<file path="src/rtl/ov7675_cfg_seq_pkg.sv">
// Shared types and constants for the OV7675 register-init sequencer.
package ov7675_cfg_seq_pkg;

   typedef struct packed {
      logic [7:0] addr;
      logic [7:0] val;
   } cfg_entry_t;

   localparam logic [15:0] CFG_END          = 16'hFFFF;
   localparam logic [7:0]  CFG_DELAY_ADDR   = 8'hF0;
   localparam logic [7:0]  OV7675_SCCB_ADDR = 8'h21;

   typedef enum logic [3:0] {
      S_IDLE, S_PWRUP, S_FETCH, S_DECODE, S_ISSUE,
      S_WAIT_HI, S_WAIT_LO, S_DLY, S_NEXT, S_DONE, S_ERR
   } seq_state_t;

   function automatic logic is_end(input cfg_entry_t e);
      return e == CFG_END;
   endfunction

   function automatic logic is_delay(input cfg_entry_t e);
      return (e.addr == CFG_DELAY_ADDR);
   endfunction

endpackage

</file>
<file path="src/rtl/ov7675_cfg_seq_rom.sv">
// Case-based synchronous init table; ROM_SEL picks an alternate short table.
module ov7675_cfg_seq_rom
   import ov7675_cfg_seq_pkg::*;
#(
   parameter int ROM_DEPTH = 128,
   parameter int ROM_SEL   = 0,
   localparam int AW = (ROM_DEPTH > 1) ? $clog2(ROM_DEPTH) : 1
) (
   input  logic          clk,
   input  logic [AW-1:0] addr,
   output cfg_entry_t    data
);

   function automatic cfg_entry_t lookup(input int a);
      cfg_entry_t e;
      e = CFG_END;
      if (ROM_SEL == 1) begin
         case (a)
            0: e = {8'h12, 8'h80};
            1: e = {8'hF0, 8'h01};
            2: e = {8'h11, 8'h01};
            default: e = CFG_END;
         endcase
      end else if (ROM_SEL == 2) begin
         case (a)
            0: e = {8'h12, 8'h80};
            1: e = {8'h11, 8'h01};
            2: e = {8'h3A, 8'h04};
            3: e = {8'h40, 8'hD0};
            default: e = CFG_END;
         endcase
      end else begin
         case (a)
            0:  e = {8'h12, 8'h80};   // COM7 soft reset
            1:  e = {8'hF0, 8'h0A};   // let the sensor settle 10 ms
            2:  e = {8'h11, 8'h01};
            3:  e = {8'h3A, 8'h04};
            4:  e = {8'h12, 8'h00};
            5:  e = {8'h17, 8'h13};
            6:  e = {8'h18, 8'h01};
            7:  e = {8'h32, 8'hB6};
            8:  e = {8'h19, 8'h02};
            9:  e = {8'h1A, 8'h7A};
            10: e = {8'h03, 8'h0A};
            11: e = {8'h0C, 8'h00};
            12: e = {8'h3E, 8'h00};
            13: e = {8'h70, 8'h3A};
            14: e = {8'h71, 8'h35};
            15: e = {8'h72, 8'h11};
            16: e = {8'h73, 8'hF0};
            17: e = {8'hA2, 8'h02};
            18: e = {8'h40, 8'hD0};
            default: e = CFG_END;
         endcase
      end
      return e;
   endfunction

   // Registered read: data for idx appears one cycle after it is presented.
   always_ff @(posedge clk) begin
      data <= lookup(int'(addr));
   end

endmodule

</file>
<file path="src/rtl/ov7675_cfg_seq.sv">
// OV7675 register-init sequencer: walks the table and drives one SCCB write per entry.
module ov7675_cfg_seq
   import ov7675_cfg_seq_pkg::*;
#(
   parameter int TICKS_PER_MS = 25000,
   parameter int PWRUP_MS     = 10,
   parameter int ROM_DEPTH    = 128,
   parameter int BUSY_TIMEOUT = 65535,
   parameter int AUTO_START   = 1,
   parameter int ROM_SEL      = 0,
   localparam int IW = (ROM_DEPTH > 1) ? $clog2(ROM_DEPTH) : 1
) (
   input  logic            clk,
   input  logic            rst_n,
   input  logic            start,
   output logic            running,
   output logic            done,
   output logic            error,
   output logic [IW-1:0]   idx,
   output logic [1:0][7:0] i2c_din,
   output logic [7:0]      i2c_ain,
   output logic            i2c_opcode,
   output logic            i2c_ptr_set,
   output logic            i2c_vin,
   input  logic            i2c_busy
);

   localparam int TW = (TICKS_PER_MS > 1) ? $clog2(TICKS_PER_MS) : 1;
   localparam int BW = $clog2(BUSY_TIMEOUT + 1);
   localparam logic [TW-1:0] TICK_LAST  = TW'(TICKS_PER_MS - 1);
   localparam logic [BW-1:0] BUSY_LAST  = BW'(BUSY_TIMEOUT - 1);
   localparam logic [IW-1:0] IDX_LAST   = IW'(ROM_DEPTH - 1);
   localparam logic [7:0]    PWRUP_LOAD = 8'(PWRUP_MS);

   seq_state_t    state;
   cfg_entry_t    rom_q;
   logic [TW-1:0] tick;
   logic [7:0]    ms;
   logic [BW-1:0] bcnt;
   logic [1:0]    hcnt;
   logic          armed;    // set by reset so AUTO_START fires exactly once
   logic          restart;  // start that coincided with done rising
   logic          go;

   assign i2c_ain     = OV7675_SCCB_ADDR;
   assign i2c_opcode  = 1'b0;
   assign i2c_ptr_set = 1'b0;

   ov7675_cfg_seq_rom #(.ROM_DEPTH(ROM_DEPTH), .ROM_SEL(ROM_SEL)) u_rom (
      .clk  (clk),
      .addr (idx),
      .data (rom_q)
   );

   // Launch condition: auto/explicit start from IDLE, or a restart from a terminal state.
   always_comb begin
      go = 1'b0;
      if (state == S_IDLE)
         go = (armed && (AUTO_START != 0)) || start;
      else if (state == S_DONE || state == S_ERR)
         go = start || restart;
   end

   // Sequencer FSM with registered outputs and shared ms/tick delay counters.
   always_ff @(posedge clk or negedge rst_n) begin
      if (!rst_n) begin
         state   <= S_IDLE;
         running <= 1'b0;
         done    <= 1'b0;
         error   <= 1'b0;
         idx     <= '0;
         i2c_vin <= 1'b0;
         i2c_din <= '0;
         tick    <= '0;
         ms      <= '0;
         bcnt    <= '0;
         hcnt    <= '0;
         armed   <= 1'b1;
         restart <= 1'b0;
      end else begin
         i2c_vin <= 1'b0;
         if (go) begin
            state   <= S_PWRUP;
            idx     <= '0;
            running <= 1'b1;
            done    <= 1'b0;
            error   <= 1'b0;
            tick    <= '0;
            ms      <= PWRUP_LOAD;
            armed   <= 1'b0;
            restart <= 1'b0;
         end else begin
            case (state)
               S_PWRUP, S_DLY: begin
                  if (tick == TICK_LAST) begin
                     tick <= '0;
                     if (ms <= 8'd1)
                        state <= (state == S_PWRUP) ? S_FETCH : S_NEXT;
                     else
                        ms <= ms - 8'd1;
                  end else begin
                     tick <= tick + 1'b1;
                  end
               end
               S_FETCH: state <= S_DECODE;
               S_DECODE: begin
                  if (is_end(rom_q)) begin
                     state   <= S_DONE;
                     done    <= 1'b1;
                     running <= 1'b0;
                     restart <= start;
                  end else if (is_delay(rom_q)) begin
                     state <= S_DLY;
                     tick  <= '0;
                     ms    <= (rom_q.val == 8'd0) ? 8'd1 : rom_q.val;
                  end else begin
                     i2c_din <= {rom_q.addr, rom_q.val};
                     state   <= S_ISSUE;
                  end
               end
               S_ISSUE: begin
                  if (!i2c_busy) begin
                     i2c_vin <= 1'b1;
                     hcnt    <= '0;
                     state   <= S_WAIT_HI;
                  end
               end
               S_WAIT_HI: begin
                  if (i2c_busy) begin
                     bcnt  <= '0;
                     state <= S_WAIT_LO;
                  end else if (hcnt == 2'd3) begin
                     state   <= S_ERR;
                     error   <= 1'b1;
                     running <= 1'b0;
                  end else begin
                     hcnt <= hcnt + 1'b1;
                  end
               end
               S_WAIT_LO: begin
                  if (!i2c_busy) begin
                     state <= S_NEXT;
                  end else if (bcnt == BUSY_LAST) begin
                     state   <= S_ERR;
                     error   <= 1'b1;
                     running <= 1'b0;
                  end else begin
                     bcnt <= bcnt + 1'b1;
                  end
               end
               S_NEXT: begin
                  if (idx == IDX_LAST) begin
                     state   <= S_DONE;
                     done    <= 1'b1;
                     running <= 1'b0;
                     restart <= start;
                  end else begin
                     idx   <= idx + 1'b1;
                     state <= S_FETCH;
                  end
               end
               S_DONE, S_ERR, S_IDLE: state <= state;
               default: state <= S_IDLE;
            endcase
         end
      end
   end

endmodule
</file>
<file path="config.mk">
export PLATFORM = sky130hd
export DESIGN_NAME = ov7675_cfg_seq
export DESIGN_NICKNAME = d
export VERILOG_FILES = /design/src/rtl/ov7675_cfg_seq_pkg.sv /design/src/rtl/ov7675_cfg_seq_rom.sv /design/src/rtl/ov7675_cfg_seq.sv
export SDC_FILE = /design/constraint.sdc
export NUM_CORES = 1
export LEC_CHECK = 0
export ABC_AREA = 1
export ABC_CLOCK_PERIOD_IN_PS = 1700
export BUFFER_PORTS_ARGS = -buffer_cell sky130_fd_sc_hd__buf_2
export CAP_MARGIN = 20
export CORE_UTILIZATION = 55
export CTS_CLUSTER_DIAMETER = 80
export CTS_CLUSTER_SIZE = 16
export DETAILED_ROUTE_END_ITERATION = 10
export PLACE_DENSITY = 0.81
export SLEW_MARGIN = 20
export SYNTH_ARGS = -nofsm -noshare
export SYNTH_HDL_FRONTEND = slang
export SYNTH_SLANG_ARGS = --single-unit
</file>
<file path="constraint.sdc">
create_clock -name clk -period 1.7 [get_ports clk]
set_input_delay 0.085 -clock clk [delete_from_list [all_inputs] [get_ports clk]]
set_output_delay 0.085 -clock clk [all_outputs]
set_load 0.01 [all_outputs]
</file>
== Word level (Yosys, flattened, before mapping) ==
Memory sizes are Yosys's and may differ from the RTL's. A register that Yosys moved wholly into a read port is not among the register bits.
Index checks and enable logic that the tools add are counted.
Storage, ports and cells
  bits in registers: 74
  bits in read-only memories: 512
  input port bits: 4
  output and inout bits: 37
  word-level logic and storage cells: 151
  memories: 1
Memories
  (name not given): depth 32, width 16, rd ports 1, clocked after memory_dff 1, wr ports 0, line ov7675_cfg_seq_rom.sv:33  | case (a)
Operators by class
  add/subtract/negate cells: 5
  order comparisons: 1
  equal/unequal tests: 38
  muxes and demuxes: 63
  bitwise operators: 3
  reduce and logical (&&, ||, !) cells: 26
Operators by type and width (number)
  $mux 15: 4
  $mux 16: 3
  $mux 8: 6
  $mux 4: 11
  $ne 3x3->1 const B: 12
  $eq 16x16->1 const B: 2
  $pmux 16 s2: 1
  $pmux 4 s8: 1
  $pmux 15 s2: 1
  $mux 1: 23
  $mux 7: 3
  $reduce_and 5->1: 4
  $add 16x1->16 const B: 1
  $eq 4x3->1 const B: 4
  $ne 2x2->1 const B: 8
  $pmux 8 s2: 1
  $add 15x1->15 const B: 1
  $eq 15x15->1 const B: 1
  $eq 4x4->1 const B: 3
  $reduce_bool 3->1: 3
  $eq 4x2->1 const B: 2
  $eq 8x8->1 const B: 1
  $le 8x1->1 const B: 1
  $logic_not 8->1: 1
  25 further kinds: 38

== Depth between registers and ports, before layout ==
Gate-level depths: netlist of the first run.
  word-level depth: 6
  gate-level depth with buffers: 11
  depth with buffers taken out: 11

== By module ==
Synthesis of the first run repeated with hierarchy kept, for this count alone.
Second synthesis, totals
  cells, all modules: 778
  area total of the unflattened synthesis: 5574.1 sq um
By module, submodules not included
  ov7675_cfg_seq: instances 1, cells each 647, area an instance 4667.0 sq um, seq. area each 1853.0 sq um
  ov7675_cfg_seq_rom: instances 1, cells each 131, area an instance 907.1 sq um, seq. area each 320.3 sq um

== Least setup slack after synthesis of the first run ==
OpenSTA, ideal clock, no wires.
  path kind: register to register
  from: register idx[0]
  to: register idx[5]
  library setup time: 0.127 ns
  arrival: 1.526 ns
  data required time: 1.573 ns
  slack: 0.047 ns
  cell stages (with the launch flop): 8
  buffers on the path: 0
  clock period less this slack: 1.653 ns
  cell sequence: dfrtp_1 > ha_1 > nand3_1 > nor2_1 > nor2_1 > inv_1 > nor4_1 > nor3_1
On the way
  cells in the longest elaborated chain, start to end: 4
  elaborated cells on any way between the ends: 7
  classes of those cells: add/sub (1); eq/ne (2); mux (3); reduce/logical (1)
Ends and longest elaborated chain
  from (decl): line ov7675_cfg_seq.sv:19  | output logic [IW-1:0] idx,
  from (signal assigned): line ov7675_cfg_seq.sv:158  | idx <= idx + 1'b1;
  $add 7x1->7: line ov7675_cfg_seq.sv:158
  $mux 7: line ov7675_cfg_seq.sv:152  | if (idx == IDX_LAST) begin
  $mux 7: line ov7675_cfg_seq.sv:93  | case (state)
  $mux 7: line ov7675_cfg_seq.sv:82  | if (go) begin
Several ways; a longest one is shown, not always the timed one. The select of a mux whose other input is x is not followed.
A chain may end at the register's enable or synchronous reset.

== Final worst setup path of the first run ==
  from: register state[3]
  to: register state[0]
On the way
  cells in the longest elaborated chain, start to end: 6
  elaborated cells on any way between the ends: 25
  classes of those cells: eq/ne (16); mux (4); reduce/logical (5)
Ends and longest elaborated chain
  from (decl): line ov7675_cfg_seq.sv:35  | seq_state_t state;
  from (signal assigned): line ov7675_cfg_seq.sv:98  | state <= (state == S_PWRUP) ? S_FETCH : S_NEXT;
  from (signal assigned): line ov7675_cfg_seq.sv:162  | S_DONE, S_ERR, S_IDLE: state <= state;
  $eq 4x4->1: line ov7675_cfg_seq.sv:60, ov7675_cfg_seq.sv:93
  $logic_or 1x1->1: line ov7675_cfg_seq.sv:60  | else if (state == S_DONE || state == S_ERR)
  $mux 1: line ov7675_cfg_seq.sv:60
  $mux 1: line ov7675_cfg_seq.sv:58  | if (state == S_IDLE)
  $ne 4x4->1 (no line), or another cell as far along
  $reduce_and 6->1 (no line)
Several ways; a longest one is shown, not always the timed one.

==> impl_results.md, run 1 <==
- Status: finished clean
- Synthesized flop and latch total: 90
- # rows: 36
- Ranking of synthesized cells by area: dfrtp_1 33%, nand2_1 14%, nand3_1 6.5%, dfxtp_1 5.8%, nor2_1 5.7%
- Clock Skew: 19.46 ps
- DPL Wire Length: between 10000 and 15000 µm
- Post-synth top area cell: dfrtp_1
- Hold/Removal Path Class: in -> reg
- Post-layout util: 64.70%
- Vias per Instance: between 5 and 6
- Area Overhead vs Synth: 14.42%
- Syn Area/Cell: around 7.4 µm²
- Final nets: 828
- Root buf cell: clkbuf_8
- Post-synth top area share: around 33%
- Die extent in x: ~100 µm
- Total Wirelength: between 10000 and 15000 µm
- Antenna-violating nets left: 0
- Syn Inst Count: 740
- Gate power share: 2.3%
- Synthesized cell area: between 0.005 and 0.006 mm²
- Fmax: about 0.60 GHz
- Die Span Y: ~100 µm
- Worst-margin pin slew: 527.0 ps
- Netlist cell types: 44
- Switching Share: approximately a quarter
- Final min period: around 1700 ps
- Unrepaired setup endpoints after global routing: yes
- Critical path arrival: about 1900 ps
- Worst-path maximum fanout: 6
- # H-tree levels: 3
- Fin Hold WS: around 32 ps
- Register area share after synthesis: between 30% and 40%
- Count leader, synth: nand2_1
- Initial antenna violation count: 0
- Top FF cell, synth: dfrtp_1
- Total Routing Usage GR: between 20% and 30%
- CTS sink count: 90
- CTS tree: yes
- Commonest cells post-synth: 212 x nand2_1, 84 x nor2_1, 73 x dfrtp_1
- Diodes inserted: 0
- First-pass DRT Iterations: 5
- Max IR drop VDD: approximately 0.35 mV
- Pre-CTS WS: between 30 and 40 ps
- Fill cells: around 860
- Clock Power Share: 39.1%
- IO Port Bufs: 30
- Routed vias: a little over 5000
- Share of post-route cells with drive strength above 1: about a fifth
- Post-synth EDFFs: 0
- Longest Clk Path Bufs: 2
- Power per cell area: about 580 mW/mm²
- Async set or reset register ratio after synthesis: roughly 82%
- Worst min-delay path startpoint: i2c_busy
- # setup viols final: 0
- Detailed Route Iter0 Violations: 256
- Congestion Overflow GR: 0
- Sw Pwr: approximately 0.93 mW
- Element type at the critical path end: flop
- Power Total: 3.658 mW
- Setup crit start kind: flop
- Worst endpoint required time: between 1500 and 2000 ps
- Core box area: 0.009729 mm²
- Worst-path clk slew: 100 ps
- Worst-Skew Late Latency: 380 ps
- Yosys Warn Count: 0
- Vias in the first global route: slightly below 5000
- Largest net degree at the start of global routing: 47
- Final Hold Vio Count: 0
- Clock buffer count from CTS: 9
- # DRC: 0
- Setup crit start: state[3]$_DFFE_PN0P_
- Leakage: ~3.0 nW
- Setup ws final: 37.99 ps
- Placer congestion estimate: roughly 0.93
- # IOs: 41
- Sequential Power Share: around 59%
- Max Slew Vio Count: 0
- CP Class: reg -> reg
- Starting Density: between 50% and 60%
- Internal: 2.730 mW
- Full die area: ~0.010 mm²
- Slew headroom: roughly 65%
- R2r startpoint: state[3]$_DFFE_PN0P_
- Wire length of the first global-routing pass: approximately 22000 µm
- Number of max-cap violations: 0
- Fin crit share: about 98%
- Routed len/inst: around 14 µm
## final timing paths
path / to / slack (ps) / cells after the start
max: state[0]$_DFFE_PN0P_ / 40 / 11
max reg2reg: state[0]$_DFFE_PN0P_ / 40 / 11
min reg2reg: armed$_DFFE_PN1P_ / 440 / 2
min: i2c_vin$_DFF_PN0_ / 30 / 2
max in group asynchronous: armed$_DFFE_PN1P_ / 870 / 3
min in group asynchronous: ms[2]$_DFFE_PN0P_ / 170 / 2
## power groups by stage
| stage | Clock (mW) | Sequential, mW | Combinational (mW) |
|---|---|---|---|
| after CTS | 1.45 | 2.14 | 0.0870 |
| after floorplan | 0 | 2.18 | 0.0464 |
| final | 1.43 | 2.14 | 0.0860 |
| after global placement | 0 | 2.18 | 0.0800 |
| after detailed placement | 0 | 2.18 | 0.0833 |
| after global routing | 1.56 | 2.14 | 0.0999 |
## cell usage in the layout (no fill, tap or decap), types with 4 or more instances in the layout
| master | netlist | routed |
|---|---|---|
| nor3_1 | 12 | 11 |
| nand3b_1 | 5 | 5 |
| dfxtp_1 | 16 | 16 |
| nand2_2 | 11 | 11 |
| o22ai_1 | 4 | 4 |
| a21oi_1 | 21 | 21 |
| o21ai_1 | 16 | 16 |
| nor2_1 | 84 | 77 |
| nand3_4 | 3 | 4 |
| nand2_1 | 212 | 212 |
| conb_1 | 2 | 10 |
| o211ai_1 | 8 | 8 |
| or2_2 | 5 | 5 |
| nand3_1 | 71 | 71 |
| dfrtp_1 | 73 | 70 |
| nor2_4 | 4 | 6 |
| buf_2 | 6 | 29 |
| o21ai_2 | 10 | 10 |
| nor2_2 | 7 | 12 |
| buf_4 | 12 | 43 |
| o21ai_0 | 22 | 22 |
| inv_2 | 7 | 10 |
| clkbuf_8 | 0 | 9 |
| xor2_1 | 12 | 12 |
| inv_1 | 58 | 54 |
| ha_1 | 15 | 13 |
| nand4_1 | 10 | 10 |
## cell type report
class | count | area (µm²) | area share (%)
Clock inverter | 7 | 66.31 | 1.053
Inverter | 66 | 250.2 | 3.975
Multi-Input combinational cell | 566 | 2983 | 47.39
Tap cell | 133 | 166.4 | 2.644
Timing Repair Buffer | 76 | 528.0 | 8.388
Clock buffer | 9 | 123.9 | 1.968
Sequential cell | 90 | 2177 | 34.59
## flip-flops by register name, summed over array words and instances, names as in the netlist, 2 cells and up
signal      cells
bcnt           16
i2c_din        16
u_rom.data     16
tick           15
ms              8
idx             7
state           4
hcnt            2
## routing by layer
layer | vias up | part of all wire (%) | track usage, % | wire (µm)
met5 | - | 0 | 0 | 0
met4 | 0 | 2.1 | 9.011 | 284
met3 | 27 | 3.8 | 4.583 | 519
met2 | 127 | 52 | 48.94 | 7039
met1 | 2401 | 43 | 34.19 | 5815
li1 | 2525 | - | - | -
## through the flow
step           instance area (µm²)  instances  TNS [ps]
2_1_floorplan                 5532        748         0
3_5_place_dp                  5949        921         0
4_1_cts                       6160        939         0
6_report                      6295        947         0
5_1_grt                       6295        947    -329.1
3_3_place_gp                  5949        921         0
## worst max-delay path, cell delays in order, from the launching register on
cell	delay, ps
dfrtp_2	450
inv_2	110
nand2_2	110
inv_2	110
nand2_2	110
inv_2	110
o21ai_2	80
nor2_2	130
nor2_2	70
buf_4	150
nand3_1	90
nand2_1	60
## cells by family after synthesis
family                     share of synthesized area (%)
DFF                                                39.50
and+or+nand+nor                                    36.50
AOI/OAI and AO/OA                                  10.08
buffers and inverters                              7.983
xor gates and xnor gates                           2.388
adders and majority gates                          3.411
other                                             0.1365
## what timing repair did
| action | CTS | global route |
|---|---|---|
| resized for setup | 0 | 22 |
| buffers inserted | 0 | 7 |
| hold endpoints to repair | 29 | 0 |
| endpoints found under the setup margin | 0 | 53 |
| hold buffers | 2 | 0 |
(Power assumes the default switching activity.)
==> run 2, diff against run 1 <==
--- a/config.mk
+++ b/config.mk
@@ -13,6 +13,7 @@
 export CTS_CLUSTER_DIAMETER = 80
 export CTS_CLUSTER_SIZE = 16
 export DETAILED_ROUTE_END_ITERATION = 10
+export HOLD_SLACK_MARGIN = 0.05
 export PLACE_DENSITY = 0.81
 export SLEW_MARGIN = 20
 export SYNTH_ARGS = -nofsm -noshare
==> impl_results.md, run 2 (synthesized netlist as in run 1, its figures left out) <==
- Hold/Removal Path Class: in -> async
- Fmax: 0.6030 GHz (+0.22%)
- Area Overhead vs Synth: 14.60%
- Worst-Skew Late Latency: 380 ps (about the same)
- Internal: 2.732 mW (about the same)
- Diodes inserted: 0 (unchanged)
- Final Hold Vio Count: 0 (unchanged)
- # rows: 36 (unchanged)
- Placer congestion estimate: 0.9291 (unchanged)
- Leakage: 3.044 nW (+0.14%)
- Max Slew Vio Count: 0 (unchanged)
- Element type at the critical path end: flop
- CTS sink count: 90 (unchanged)
- Status: finished clean
- Fin Hold WS: 169.6 ps (+137.8 ps)
- DPL Wire Length: 10120 µm (unchanged)
- Met1 WL: 5824 µm (+0.15%)
- Top layer in use: met4
- Routed vias: 5090 (+0.20%)
- Largest net degree at the start of global routing: 47 (unchanged)
- Worst-path clk slew: 110 ps (about the same)
- # setup viols final: 0 (unchanged)
- Root buf cell: clkbuf_8
- Pre-CTS WS: 38.53 ps (unchanged)
- Critical path arrival: 1930 ps (about the same)
- Switching Share: 25.25% (-0.12 points)
- Final nets: 829 (+0.12%)
- Number of max-cap violations: 0 (unchanged)
- Antenna-violating nets left: 0 (unchanged)
- CP Class: reg -> reg
- Worst endpoint required time: 1970 ps (about the same)
- Sw Pwr: 0.9228 mW (-0.57%)
- # DRC: 0 (unchanged)
- Routed len/inst: 14.43 µm (about the same)
- Fin crit share: 97.55% (-0.22 points)
- Worst-margin pin slew: 521.3 ps (-5.743 ps)
- Vias per Instance: 5.369 (about the same)
- Starting Density: 56.55% (unchanged)
- Slew headroom: 64.98% (+0.39 points)
- CTS tree: yes
- # H-tree levels: 3 (unchanged)
- Vias in the first global route: 4825 (+0.12%)
- Full die area: 0.01041 mm² (unchanged)
- Die extent in x: 102.0 µm (unchanged)
- # IOs: 41 (unchanged)
- Die Span Y: 102.0 µm (unchanged)
- Gate power share: 2.4% (about the same)
- Share of post-route cells with drive strength above 1: 20.61% (-0.025 points)
- Detailed Route Iter0 Violations: 286 (+12%)
- Sequential Power Share: 58.6% (about the same)
- Unrepaired setup endpoints after global routing: yes
- Wire length of the first global-routing pass: 22370 µm (unchanged)
- Clock Skew: 19.10 ps (-0.3550 ps)
- Initial antenna violation count: 0 (unchanged)
- Congestion Overflow GR: 0 (unchanged)
- Final min period: 1658 ps (-3.669 ps)
- Setup ws final: 41.66 ps (+3.669 ps)
- Clock Power Share: 39.0% (about the same)
- Commonest non-fill, non-tap cell in the layout: nand2_1
- WL met2: 7057 µm (+0.26%)
- Setup crit start kind: flop
- Biggest regs: bcnt x16, i2c_din x16, u_rom.data x16
- Longest Clk Path Bufs: 2 (unchanged)
- Worst-path maximum fanout: 6 (unchanged)
- Total Routing Usage GR: 27.61% (unchanged)
- Most frequent cells in the layout: 212 x nand2_1, 77 x nor2_1, 71 x nand3_1, 70 x dfrtp_1, 54 x inv_1
- Total Wirelength: 13680 µm (+0.15%)
- Core box area: 0.009729 mm² (unchanged)
- Clock buffer count from CTS: 9 (unchanged)
- Met3 Routed Length: 521 µm (+0.39%)
- First-pass DRT Iterations: 5 (unchanged)
- IO Port Bufs: 30 (unchanged)
- Max IR drop VDD: 0.3469 mV (about the same)
- Power per cell area: 579.6 mW/mm² (-0.27%)
-- run 2: cell count changes in the layout (fill, tap and decap cells not counted), sizes merged --
cell         before  now
dlygate4sd3       2    3
-- run 2: worst max-delay path, cell delays in order, from the launching register on --
cell	delay (ps)
dfrtp_2	450
inv_2	100
nand2_2	110
inv_2	110
nand2_2	110
inv_2	110
o21ai_2	80
nor2_2	130
nor2_2	70
buf_4	140
nand3_1	90
nand2_1	60
-- run 2: cell type report --
cell class / count / area (µm²)
clock inverters: 7 / 66.31
inverters: 66 / 250.2
fillers: 857 / 3425
clock buffers: 9 / 123.9
flip-flops and latches: 90 / 2177
well taps: 133 / 166.4
repair buffers: 77 / 538.0
multi-input cells: 566 / 2983
-- run 2: power groups by stage --
stage	Clock, mW	Combinational, mW	Sequential [mW]
6_report	1.43	0.0879	2.14
5_1_grt	1.56	0.102	2.14
4_1_cts	1.45	0.0890	2.14
3_5_place_dp	0	0.0833	2.18
3_3_place_gp	0	0.0800	2.18
2_1_floorplan	0	0.0464	2.18
-- run 2: path summary, 6_finish.rpt --
| kind | from | to | slack [ps] | depth (start not counted) |
|---|---|---|---|---|
| setup / recovery | state[3]$_DFFE_PN0P_ | state[0]$_DFFE_PN0P_ | 40 | 11 |
| hold / removal | rst_n | ms[2]$_DFFE_PN0P_ | 170 | 2 |
| setup reg to reg | state[3]$_DFFE_PN0P_ | state[0]$_DFFE_PN0P_ | 40 | 11 |
| hold reg to reg | armed$_DFFE_PN1P_ | armed$_DFFE_PN1P_ | 440 | 2 |
| max in group asynchronous | rst_n | armed$_DFFE_PN1P_ | 870 | 3 |
| min in group clk | armed$_DFFE_PN1P_ | armed$_DFFE_PN1P_ | 440 | 2 |
-- run 2: per-layer routing --
metal | GRT usage, % | vias up
met5 | 0 | -
met3 | 4.583 | 26
met4 | 9.011 | 0
met1 | 34.19 | 2417
met2 | 48.94 | 121
li1 | - | 2526
-- run 2: through the flow --
stage | cell area (µm²) | TNS (ps) | util [%] | power (mW) | instances
3_5_place_dp | 5949 | 0 | 61.15 | 2.267 | 921
4_1_cts | 6170 | 0 | 63.41 | 3.678 | 940
6_report | 6305 | 0 | 64.80 | 3.654 | 948
3_3_place_gp | 5949 | 0 | 61.15 | 2.263 | 921
5_1_grt | 6305 | -329.1 | 64.80 | 3.806 | 948
2_1_floorplan | 5532 | 0 | - | 2.231 | 748
-- run 2: timing repair --
action | CTS | global route
endpoints found under the hold margin | 75 | 0
hold buffers | 3 | 0
gates resized for setup | 0 | 22
endpoints found under the setup margin | 0 | 53
buffers inserted | 0 | 7
